## config.mk

```make
export PLATFORM = sky130hd
export DESIGN_NAME = add64_bus_loader
export DESIGN_NICKNAME = d
export VERILOG_FILES = /design/src/rtl/add64_bus_loader_pkg.sv /design/src/rtl/add64_bus_loader_rca.sv /design/src/rtl/add64_bus_loader.sv
export SDC_FILE = /design/constraint.sdc
export NUM_CORES = 1
export LEC_CHECK = 0
export ABC_AREA = 1
export CORE_UTILIZATION = 35
export CTS_BUF_LIST = sky130_fd_sc_hd__clkbuf_4
export CTS_CLUSTER_DIAMETER = 150
export CTS_CLUSTER_SIZE = 40
export DETAILED_ROUTE_END_ITERATION = 6
export GPL_TIMING_DRIVEN = 0
export PLACE_DENSITY = 0.48
export SLEW_MARGIN = 20
export SYNTH_ARGS = -nofsm -noshare
export SYNTH_HDL_FRONTEND = slang
export SYNTH_SLANG_ARGS = --single-unit
```

## constraint.sdc

```tcl
create_clock -name clk -period 28.2 [get_ports clk]
set_clock_uncertainty 0.1 [all_clocks]
set_input_delay 5.64 -clock clk [delete_from_list [all_inputs] [get_ports clk]]
set_output_delay 5.64 -clock clk [all_outputs]
set_load 0.02 [all_outputs]
```

## src/rtl/add64_bus_loader_pkg.sv

```systemverilog
// add64_bus_loader_pkg
// Shared constants and a small helper for the 64-bit bus-loaded adder.
//   OpWidth  : operand and sum width in bits
//   BusWidth : width of one bus beat
//   beat_base: bit offset of the 16-bit slice selected by a 2-bit beat index
package add64_bus_loader_pkg;

    localparam int unsigned OpWidth  = 64;
    localparam int unsigned BusWidth = 16;

    function automatic logic [5:0] beat_base(input logic [1:0] beat);
        return {beat, 4'b0000};
    endfunction

endpackage

```

## src/rtl/add64_bus_loader_rca.sv

```systemverilog
// add64_bus_loader_rca
// 64-bit ripple-carry adder: {c_out, sum} = a + b + c_in.
// Ports (fixed order):
//   c_out : carry out of bit 63
//   sum   : 64-bit wrapped sum
//   a, b  : operands
//   c_in  : carry into bit 0
module add64_bus_loader_rca
    import add64_bus_loader_pkg::*;
(
    output logic               c_out,
    output logic [OpWidth-1:0] sum,
    input  logic [OpWidth-1:0] a,
    input  logic [OpWidth-1:0] b,
    input  logic               c_in
);

    logic [OpWidth:0] carry;

    always_comb begin
        carry    = '0;
        sum      = '0;
        carry[0] = c_in;
        for (int i = 0; i < OpWidth; i++) begin
            sum[i]       = a[i] ^ b[i] ^ carry[i];
            carry[i + 1] = (a[i] & b[i]) | (carry[i] & (a[i] ^ b[i]));
        end
        c_out = carry[OpWidth];
    end

endmodule

```

## src/rtl/add64_bus_loader.sv

```systemverilog
// add64_bus_loader
// Loads two 64-bit operands as four 16-bit beats each (A then B, LSB word
// first), adds them with a carry-in in one cycle, then streams the sum back
// out as four 16-bit beats with carry-out on the last beat.
// Ports:
//   clk, rst_n          : clock, asynchronous active-low reset
//   in_valid/in_ready   : operand handshake; in_data word, in_cin on A beat 0
//   out_valid/out_ready : result handshake; out_data word, out_last on beat 3,
//                         out_cout carry-out (beat 3 only)
//   busy                : a transaction is partially loaded, computing or sending
module add64_bus_loader
    import add64_bus_loader_pkg::*;
(
    input  logic                clk,
    input  logic                rst_n,
    input  logic                in_valid,
    output logic                in_ready,
    input  logic [BusWidth-1:0] in_data,
    input  logic                in_cin,
    output logic                out_valid,
    input  logic                out_ready,
    output logic [BusWidth-1:0] out_data,
    output logic                out_last,
    output logic                out_cout,
    output logic                busy
);

    typedef enum logic [1:0] {
        StLoadA = 2'd0,
        StLoadB = 2'd1,
        StAdd   = 2'd2,
        StSend  = 2'd3
    } state_e;

    state_e               state_q, state_d;
    logic [1:0]           beat_q, beat_d;
    logic [OpWidth-1:0]   a_q, a_d;
    logic [OpWidth-1:0]   b_q, b_d;
    logic [OpWidth-1:0]   s_q, s_d;
    logic                 cin_q, cin_d;
    logic                 cout_q, cout_d;

    logic [OpWidth-1:0]   add_sum;
    logic                 add_cout;

    add64_bus_loader_rca u_rca (
        .c_out (add_cout),
        .sum   (add_sum),
        .a     (a_q),
        .b     (b_q),
        .c_in  (cin_q)
    );

    // Handshake outputs depend only on state_q/beat_q, never on in_valid/out_ready.
    always_comb begin
        state_d   = state_q;
        beat_d    = beat_q;
        a_d       = a_q;
        b_d       = b_q;
        s_d       = s_q;
        cin_d     = cin_q;
        cout_d    = cout_q;
        in_ready  = 1'b0;
        out_valid = 1'b0;
        out_data  = '0;
        out_last  = 1'b0;
        out_cout  = 1'b0;

        unique case (state_q)
            StLoadA: begin
                in_ready = 1'b1;
                if (in_valid) begin
                    a_d[beat_base(beat_q) +: BusWidth] = in_data;
                    if (beat_q == 2'd0) begin
                        cin_d = in_cin;
                    end
                    // Counter wraps 3 -> 0, ready for B beat 0.
                    beat_d = beat_q + 2'd1;
                    if (beat_q == 2'd3) begin
                        state_d = StLoadB;
                    end
                end
            end
            StLoadB: begin
                in_ready = 1'b1;
                if (in_valid) begin
                    b_d[beat_base(beat_q) +: BusWidth] = in_data;
                    beat_d = beat_q + 2'd1;
                    if (beat_q == 2'd3) begin
                        state_d = StAdd;
                    end
                end
            end
            StAdd: begin
                s_d     = add_sum;
                cout_d  = add_cout;
                beat_d  = 2'd0;
                state_d = StSend;
            end
            StSend: begin
                out_valid = 1'b1;
                out_data  = s_q[beat_base(beat_q) +: BusWidth];
                out_last  = (beat_q == 2'd3);
                out_cout  = (beat_q == 2'd3) ? cout_q : 1'b0;
                if (out_ready) begin
                    beat_d = beat_q + 2'd1;
                    if (beat_q == 2'd3) begin
                        state_d = StLoadA;
                    end
                end
            end
            default: begin
                state_d = StLoadA;
                beat_d  = 2'd0;
            end
        endcase
    end

    assign busy = !((state_q == StLoadA) && (beat_q == 2'd0));

    always_ff @(posedge clk or negedge rst_n) begin
        if (!rst_n) begin
            state_q <= StLoadA;
            beat_q  <= 2'd0;
            a_q     <= '0;
            b_q     <= '0;
            s_q     <= '0;
            cin_q   <= 1'b0;
            cout_q  <= 1'b0;
        end else begin
            state_q <= state_d;
            beat_q  <= beat_d;
            a_q     <= a_d;
            b_q     <= b_d;
            s_q     <= s_d;
            cin_q   <= cin_d;
            cout_q  <= cout_d;
        end
    end

endmodule

```

==> results of run 1 <==
## cell usage in the layout (no fill, tap or decap)
cell type and instances:
a21oi_1 16, buf_1 2, buf_16 2, buf_2 33
buf_4 6, buf_6 4, buf_8 1, clkbuf_1 19
clkbuf_4 18, clkdlybuf4s50_1 40, clkinv_1 2, clkinv_2 1
clkinv_4 3, dfrtp_1 198, diode_2 1, fa_1 64
ha_1 9, inv_1 65, inv_2 4, inv_6 6
inv_8 4, nand2_1 340, nand2_2 3, nand3_1 53
nand4_1 16, nor2_1 18, nor2_2 2, nor2_4 2
nor3_4 1, o211ai_1 16, o21ai_0 100, o21ai_1 76
o21ai_2 4
## path summary, 6_finish.rpt
kind | start | slack [ns] | endpoint
setup reg to reg | a_q[0]$_DFFE_PN0P_ | 1.29 | s_q[63]$_DFFE_PN0P_
max in group asynchronous | rst_n | 22.46 | s_q[12]$_DFFE_PN0P_
setup / recovery | a_q[0]$_DFFE_PN0P_ | 1.29 | s_q[63]$_DFFE_PN0P_
hold reg to reg | s_q[37]$_DFFE_PN0P_ | 0.39 | s_q[37]$_DFFE_PN0P_
min in group asynchronous | rst_n | 4.76 | a_q[51]$_DFFE_PN0P_
hold / removal | s_q[37]$_DFFE_PN0P_ | 0.39 | s_q[37]$_DFFE_PN0P_
## area by class of cell
| type | instances | area [sq um] |
|---|---|---|
| buffer | 64 | 334 |
| timing repair buffer | 43 | 470 |
| tap | 378 | 473 |
| sequential | 198 | 4950 |
| fill | 2863 | 16700 |
| clock inverter | 14 | 129 |
| clock buffer | 18 | 135 |
| antenna | 1 | 2.50 |
| inverter | 71 | 267 |
| multi-input combinational | 720 | 4290 |
## worst max-delay path, delay by kind of cell, from the launching register on
family	cells	cell delay, ns
flops	1	0.44
fa+ha+maj	64	25.86
buf+inv	3	0.28
compound gates	1	0.16
## cells by family after synthesis
kind of cell             synth area share
AO/OA/AOI/OAI                       0.113
adder cells (fa/ha/maj)             0.142
buffers and inverters              0.0610
flip-flops                          0.503
AND/OR/NAND/NOR                     0.181
## metrics by stage
step / worst slack (ns) / total power (W) / utilization / hold slack (ns) / std cells
finish: 1.29 / 0.00114 / 0.399 / 0.395 / 1507
global route: 0.721 / 0.00124 / 0.399 / 0.411 / 1507
CTS: 1.28 / 0.00115 / 0.399 / 0.397 / 1506
detailed placement: 1.30 / 0.000996 / 0.389 / 0.360 / 1474
global placement: 1.35 / 0.000993 / 0.387 / 0.357 / 1472
floorplan: 3.26 / 0.000794 / - / 0.343 / 1053
## layer usage
| layer | up-vias | wire length [microns] | global-route usage |
|---|---|---|---|
| li1 | 3503 | - | - |
| met2 | 174 | 13300 | 0.330 |
| met1 | 3668 | 14300 | 0.316 |
| met5 | - | 0 | 0 |
| met3 | 39 | 1350 | 0.0350 |
| met4 | 0 | 1120 | 0.0897 |
## power groups by stage
stage	sequential, W	combinational [W]	clock, W
after floorplan	0.000461	0.000333	0
after global placement	0.000476	0.000517	0
after detailed placement	0.000477	0.000519	0
after CTS	0.000471	0.000523	0.000157
after global routing	0.000486	0.000586	0.000166
final	0.000469	0.000523	0.000152
## registers in the layout, indices dropped and copies added (netlist names)
register and flops:
a_q 64, b_q 64, beat_q 2, cin_q 1, cout_q 1, s_q 64, state_q 2
==> flow_summary.json, run 1 <==
{
  "run_status": "finished, final reports clean",
  "max_freq_mhz": 37.2,
  "p_leak_nw": 5.23,
  "rsz0062_at_grt": "no",
  "synth_flop_cell": "dfrtp_1",
  "sw_frac_of_total": 0.467,
  "synth_top_area_frac": 0.503,
  "io_pins": 42,
  "grt_pass1_wl_mm": 46.2,
  "synth_common_cells": "nand2_1, dfrtp_1, o21ai_0, o21ai_1, inv_1",
  "setup_viol": 0,
  "initial_core_util": 0.355,
  "crit_fanout": 2,
  "vias": 7384,
  "synth-seq-cells": 198,
  "combPwrFrac": 0.457,
  "endpoint_kind": "flip-flop",
  "ctsResizeCount": 0,
  "dieArea_sq_mm": 0.0288,
  "grt_pass1_vias": 7576,
  "p_clk_frac": 0.133,
  "drtIter0Drc": 511,
  "reg2reg_depth": 68,
  "fin_area_sq_mm": 0.0111,
  "clk_pin_slew_ns": 0.17,
  "hold_viol": 0,
  "synth_most_common_cell": "nand2_1",
  "clk_latency_ns": 0.62,
  "die_h_microns": 170,
  "rows": 61,
  "cts_buffers": 17,
  "port_buffers": 41,
  "synth_edf_count": 0,
  "cts_tree": "yes",
  "cts_hold_buf": 0,
  "core_sq_mm": 0.0277,
  "crit_top_cell": "fa_1",
  "overflow": 0,
  "track_usage": 0.220,
  "ys_seq_area_frac": 0.503,
  "whs_path_depth": 2,
  "p_switching_w": 0.000535,
  "crit_type": "flip-flop to flip-flop",
  "min_period_ns": 26.91,
  "dp_hpwl_mm": 22.7,
  "first_pass_iters": 5,
  "hp-class": "flip-flop to flip-flop",
  "slowest_delay_ns": 0.52,
  "cts_buffer_depth": 2,
  "required_ns": 28.64,
  "dpl_cell_area_sq_mm": 0.0108,
  "clock-root-buffer": "clkbuf_4",
  "wire_per_inst_microns": 20.0,
  "wl_mm": 30.1,
  "synth_top_area_cell": "dfrtp_1",
  "grt_max_degree": 89,
  "ir_drop_mv": 0.0426,
  "seq_power_share": 0.410,
  "yosys_warnings": 0,
  "crit_slowest_cell": "fa_1",
  "postCtsSetupBuffers": 0,
  "yosys-top-cells-area": "dfrtp_1, fa_1, nand2_1, o21ai_0, o21ai_1",
  "die_x_microns": 170,
  "slew_viol_final": 0,
  "startpoint_type": "flip-flop",
  "crit_arrival_ns": 27.35,
  "p_per_area_mw_per_mm2": 103,
  "route.detailed.drc": 0,
  "antenna_found_initial": 1,
  "timing.final.crit_share": 0.954,
  "final_antenna_net_count": 0,
  "htreeDepth": 4,
  "synthCells": 1053,
  "drive_above_1_share": 0.0833,
  "postSynthAreaPerCell_sq_um": 9.35,
  "clkSinkCount": 198,
  "p_int_w": 0.000609,
  "synthToLayoutAreaGrowth_pct": 12.3,
  "synth_area_sq_mm": 0.00984,
  "syn-num-nets": 1147,
  "slew_headroom": 0.627,
  "fin_tns_setup_ns": 0,
  "worstMarginPinSlew_ns": 0.560,
  "final_nets": 1209,
  "via_per_inst": 4.90,
  "ys_types": 24,
  "maxCapViolCount": 0,
  "gp_congestion": 0.921,
  "synthArstFlopShare": 1.00
}
(Power assumes the default switching activity.)
==> run 2: changes to the inputs <==
--- a/config.mk
+++ b/config.mk
@@ -6,13 +6,16 @@
 export NUM_CORES = 1
 export LEC_CHECK = 0
 export ABC_AREA = 1
+export CELL_PAD_IN_SITES_DETAIL_PLACEMENT = 1
+export CELL_PAD_IN_SITES_GLOBAL_PLACEMENT = 2
+export CORE_MARGIN = 1.5
 export CORE_UTILIZATION = 35
 export CTS_BUF_LIST = sky130_fd_sc_hd__clkbuf_4
 export CTS_CLUSTER_DIAMETER = 150
 export CTS_CLUSTER_SIZE = 40
 export DETAILED_ROUTE_END_ITERATION = 6
 export GPL_TIMING_DRIVEN = 0
-export PLACE_DENSITY = 0.48
+export PLACE_DENSITY = 0.7
 export SLEW_MARGIN = 20
 export SYNTH_ARGS = -nofsm -noshare
 export SYNTH_HDL_FRONTEND = slang
==> constraint.sdc (replaced) <==
create_clock -name clk -period 28.2 [get_ports clk]
set_clock_uncertainty 0.1 [all_clocks]
set_input_delay 2.82 -clock clk [delete_from_list [all_inputs] [get_ports clk]]
set_output_delay 2.82 -clock clk [all_outputs]
set_load 0.02 [all_outputs]
==> flow_summary.json, run 2 (same netlist as run 1, synthesis figures left out) <==
{
  "run_status": "finished, final reports clean",
  "power.total_w": 0.00115,
  "wire_per_inst_microns": 21.5,
  "clkSinkCount": 198,
  "via_per_inst": 4.94,
  "endpoint_kind": "flip-flop",
  "p_per_area_mw_per_mm2": 104,
  "max_freq_mhz": 37.4,
  "crit_slowest_cell": "fa_1",
  "grt_pass1_vias": 8088,
  "startpoint_type": "flip-flop",
  "cts_buffer_depth": 2,
  "timing.final.crit_share": 0.947,
  "final_antenna_net_count": 0,
  "clock-root-buffer": "clkbuf_4",
  "setup_viol": 0,
  "min_period_ns": 26.71,
  "hold_viol": 0,
  "clk_latency_ns": 0.64,
  "slew_headroom": 0.583,
  "grt_pass1_wl_mm": 50.3,
  "htreeDepth": 4,
  "io_pins": 42,
  "crit_fanout": 2,
  "die_x_microns": 171,
  "slew_viol_final": 0,
  "dpl_cell_area_sq_mm": 0.0108,
  "initial_core_util": 0.355,
  "hp-class": "flip-flop to flip-flop",
  "fillers": 3232,
  "crit_top_cell": "fa_1",
  "p_leak_nw": 5.24,
  "overflow": 0,
  "holdWs_ns": 0.404,
  "startpoint": "a_q[0]$_DFFE_PN0P_",
  "rows": 61,
  "reg_top3": "a_q: 64 flops, b_q: 64 flops, s_q: 64 flops",
  "die_h_microns": 171,
  "final_nets": 1209,
  "ir_drop_mv": 0.0391,
  "gp_congestion": 0.818,
  "port_buffers": 41,
  "drtIter0Drc": 460,
  "slowest_delay_ns": 0.47,
  "required_ns": 28.67,
  "crit_type": "flip-flop to flip-flop",
  "fin_area_sq_mm": 0.0111,
  "vias": 7450,
  "dp_hpwl_mm": 24.2,
  "worstMarginPinSlew_ns": 0.623,
  "seq_area_sq_mm": 0.00495,
  "first_pass_iters": 5,
  "synthToLayoutAreaGrowth_pct": 12.6,
  "cts_hold_buf": 0,
  "multi_input_comb_area_sq_mm": 0.00429,
  "maxCapViolCount": 0,
  "cts_buffers": 17,
  "clk_pin_slew_ns": 0.19,
  "core_sq_mm": 0.0277,
  "antenna_found_initial": 1,
  "postCtsSetupBuffers": 0,
  "final_cell_mix": "nand2_1, dfrtp_1, o21ai_0, o21ai_1, inv_1",
  "rsz0062_at_grt": "no",
  "route.detailed.drc": 0,
  "final_common_cell": "nand2_1",
  "track_usage": 0.242,
  "dieArea_sq_mm": 0.0291,
  "fin_tns_setup_ns": 0,
  "cts_tree": "yes",
  "drive_above_1_share": 0.0833,
  "grt_max_degree": 91,
  "r2r-start": "a_q[0]$_DFFE_PN0P_",
  "min_from": "s_q[35]$_DFFE_PN0P_",
  "wl_mm": 32.4,
  "crit_arrival_ns": 27.18,
  "ctsResizeCount": 0
}
run 2: critical path, delay by kind of cell (launching register included):
| kind | cells | cell delay, ns |
|---|---|---|
| buffers and inverters | 3 | 0.25 |
| adder cells (fa/ha/maj) | 64 | 25.65 |
| flip-flops | 1 | 0.44 |
| AO/OA/AOI/OAI | 1 | 0.16 |
run 2: worst paths after layout:
| path | endpoint | depth (start not counted) | slack, ns |
|---|---|---|---|
| worst min register to register | s_q[35]$_DFFE_PN0P_ | 2 | 0.40 |
| max in group asynchronous | b_q[38]$_DFFE_PN0P_ | 2 | 25.32 |
| worst max-delay path | s_q[63]$_DFFE_PN0P_ | 68 | 1.49 |
| worst min-delay path | s_q[35]$_DFFE_PN0P_ | 2 | 0.40 |
| worst max register to register | s_q[63]$_DFFE_PN0P_ | 68 | 1.49 |
| min in group asynchronous | a_q[58]$_DFFE_PN0P_ | 1 | 1.93 |
run 2: per-stage QoR:
step,cells,utilization,setup slack [ns]
2_1_floorplan,1053,-,3.26
3_3_place_gp,1472,0.387,1.59
3_5_place_dp,1474,0.389,1.47
4_1_cts,1506,0.400,1.37
5_1_grt,1507,0.400,0.694
6_report,1507,0.400,1.49
run 2: routing by layer:
metal  vias to the layer above  track usage  part of all wire
met2                       122        0.378              0.46
met3                        21       0.0398             0.032
met4                         0       0.0619             0.016
li1                       3504            -                 -
met1                      3803        0.348              0.50
met5                         -            0                 0
run 2: report_power, final:
group	internal (W)	switching, W
clock	0.0000546	0.000110
sequential	0.000392	0.0000787
combinational	0.000172	0.000347
total	0.000619	0.000535
run 2: final cells by class:
cell class,count,area share
Antenna cell,1,0.000226
Buffer,64,0.0301
Clock buffer,17,0.0115
Clock inverter,15,0.0155
Inverter,71,0.0240
Multi-Input combinational cell,720,0.387
Sequential cell,198,0.447
Tap cell,378,0.0426
Timing Repair Buffer,43,0.0424
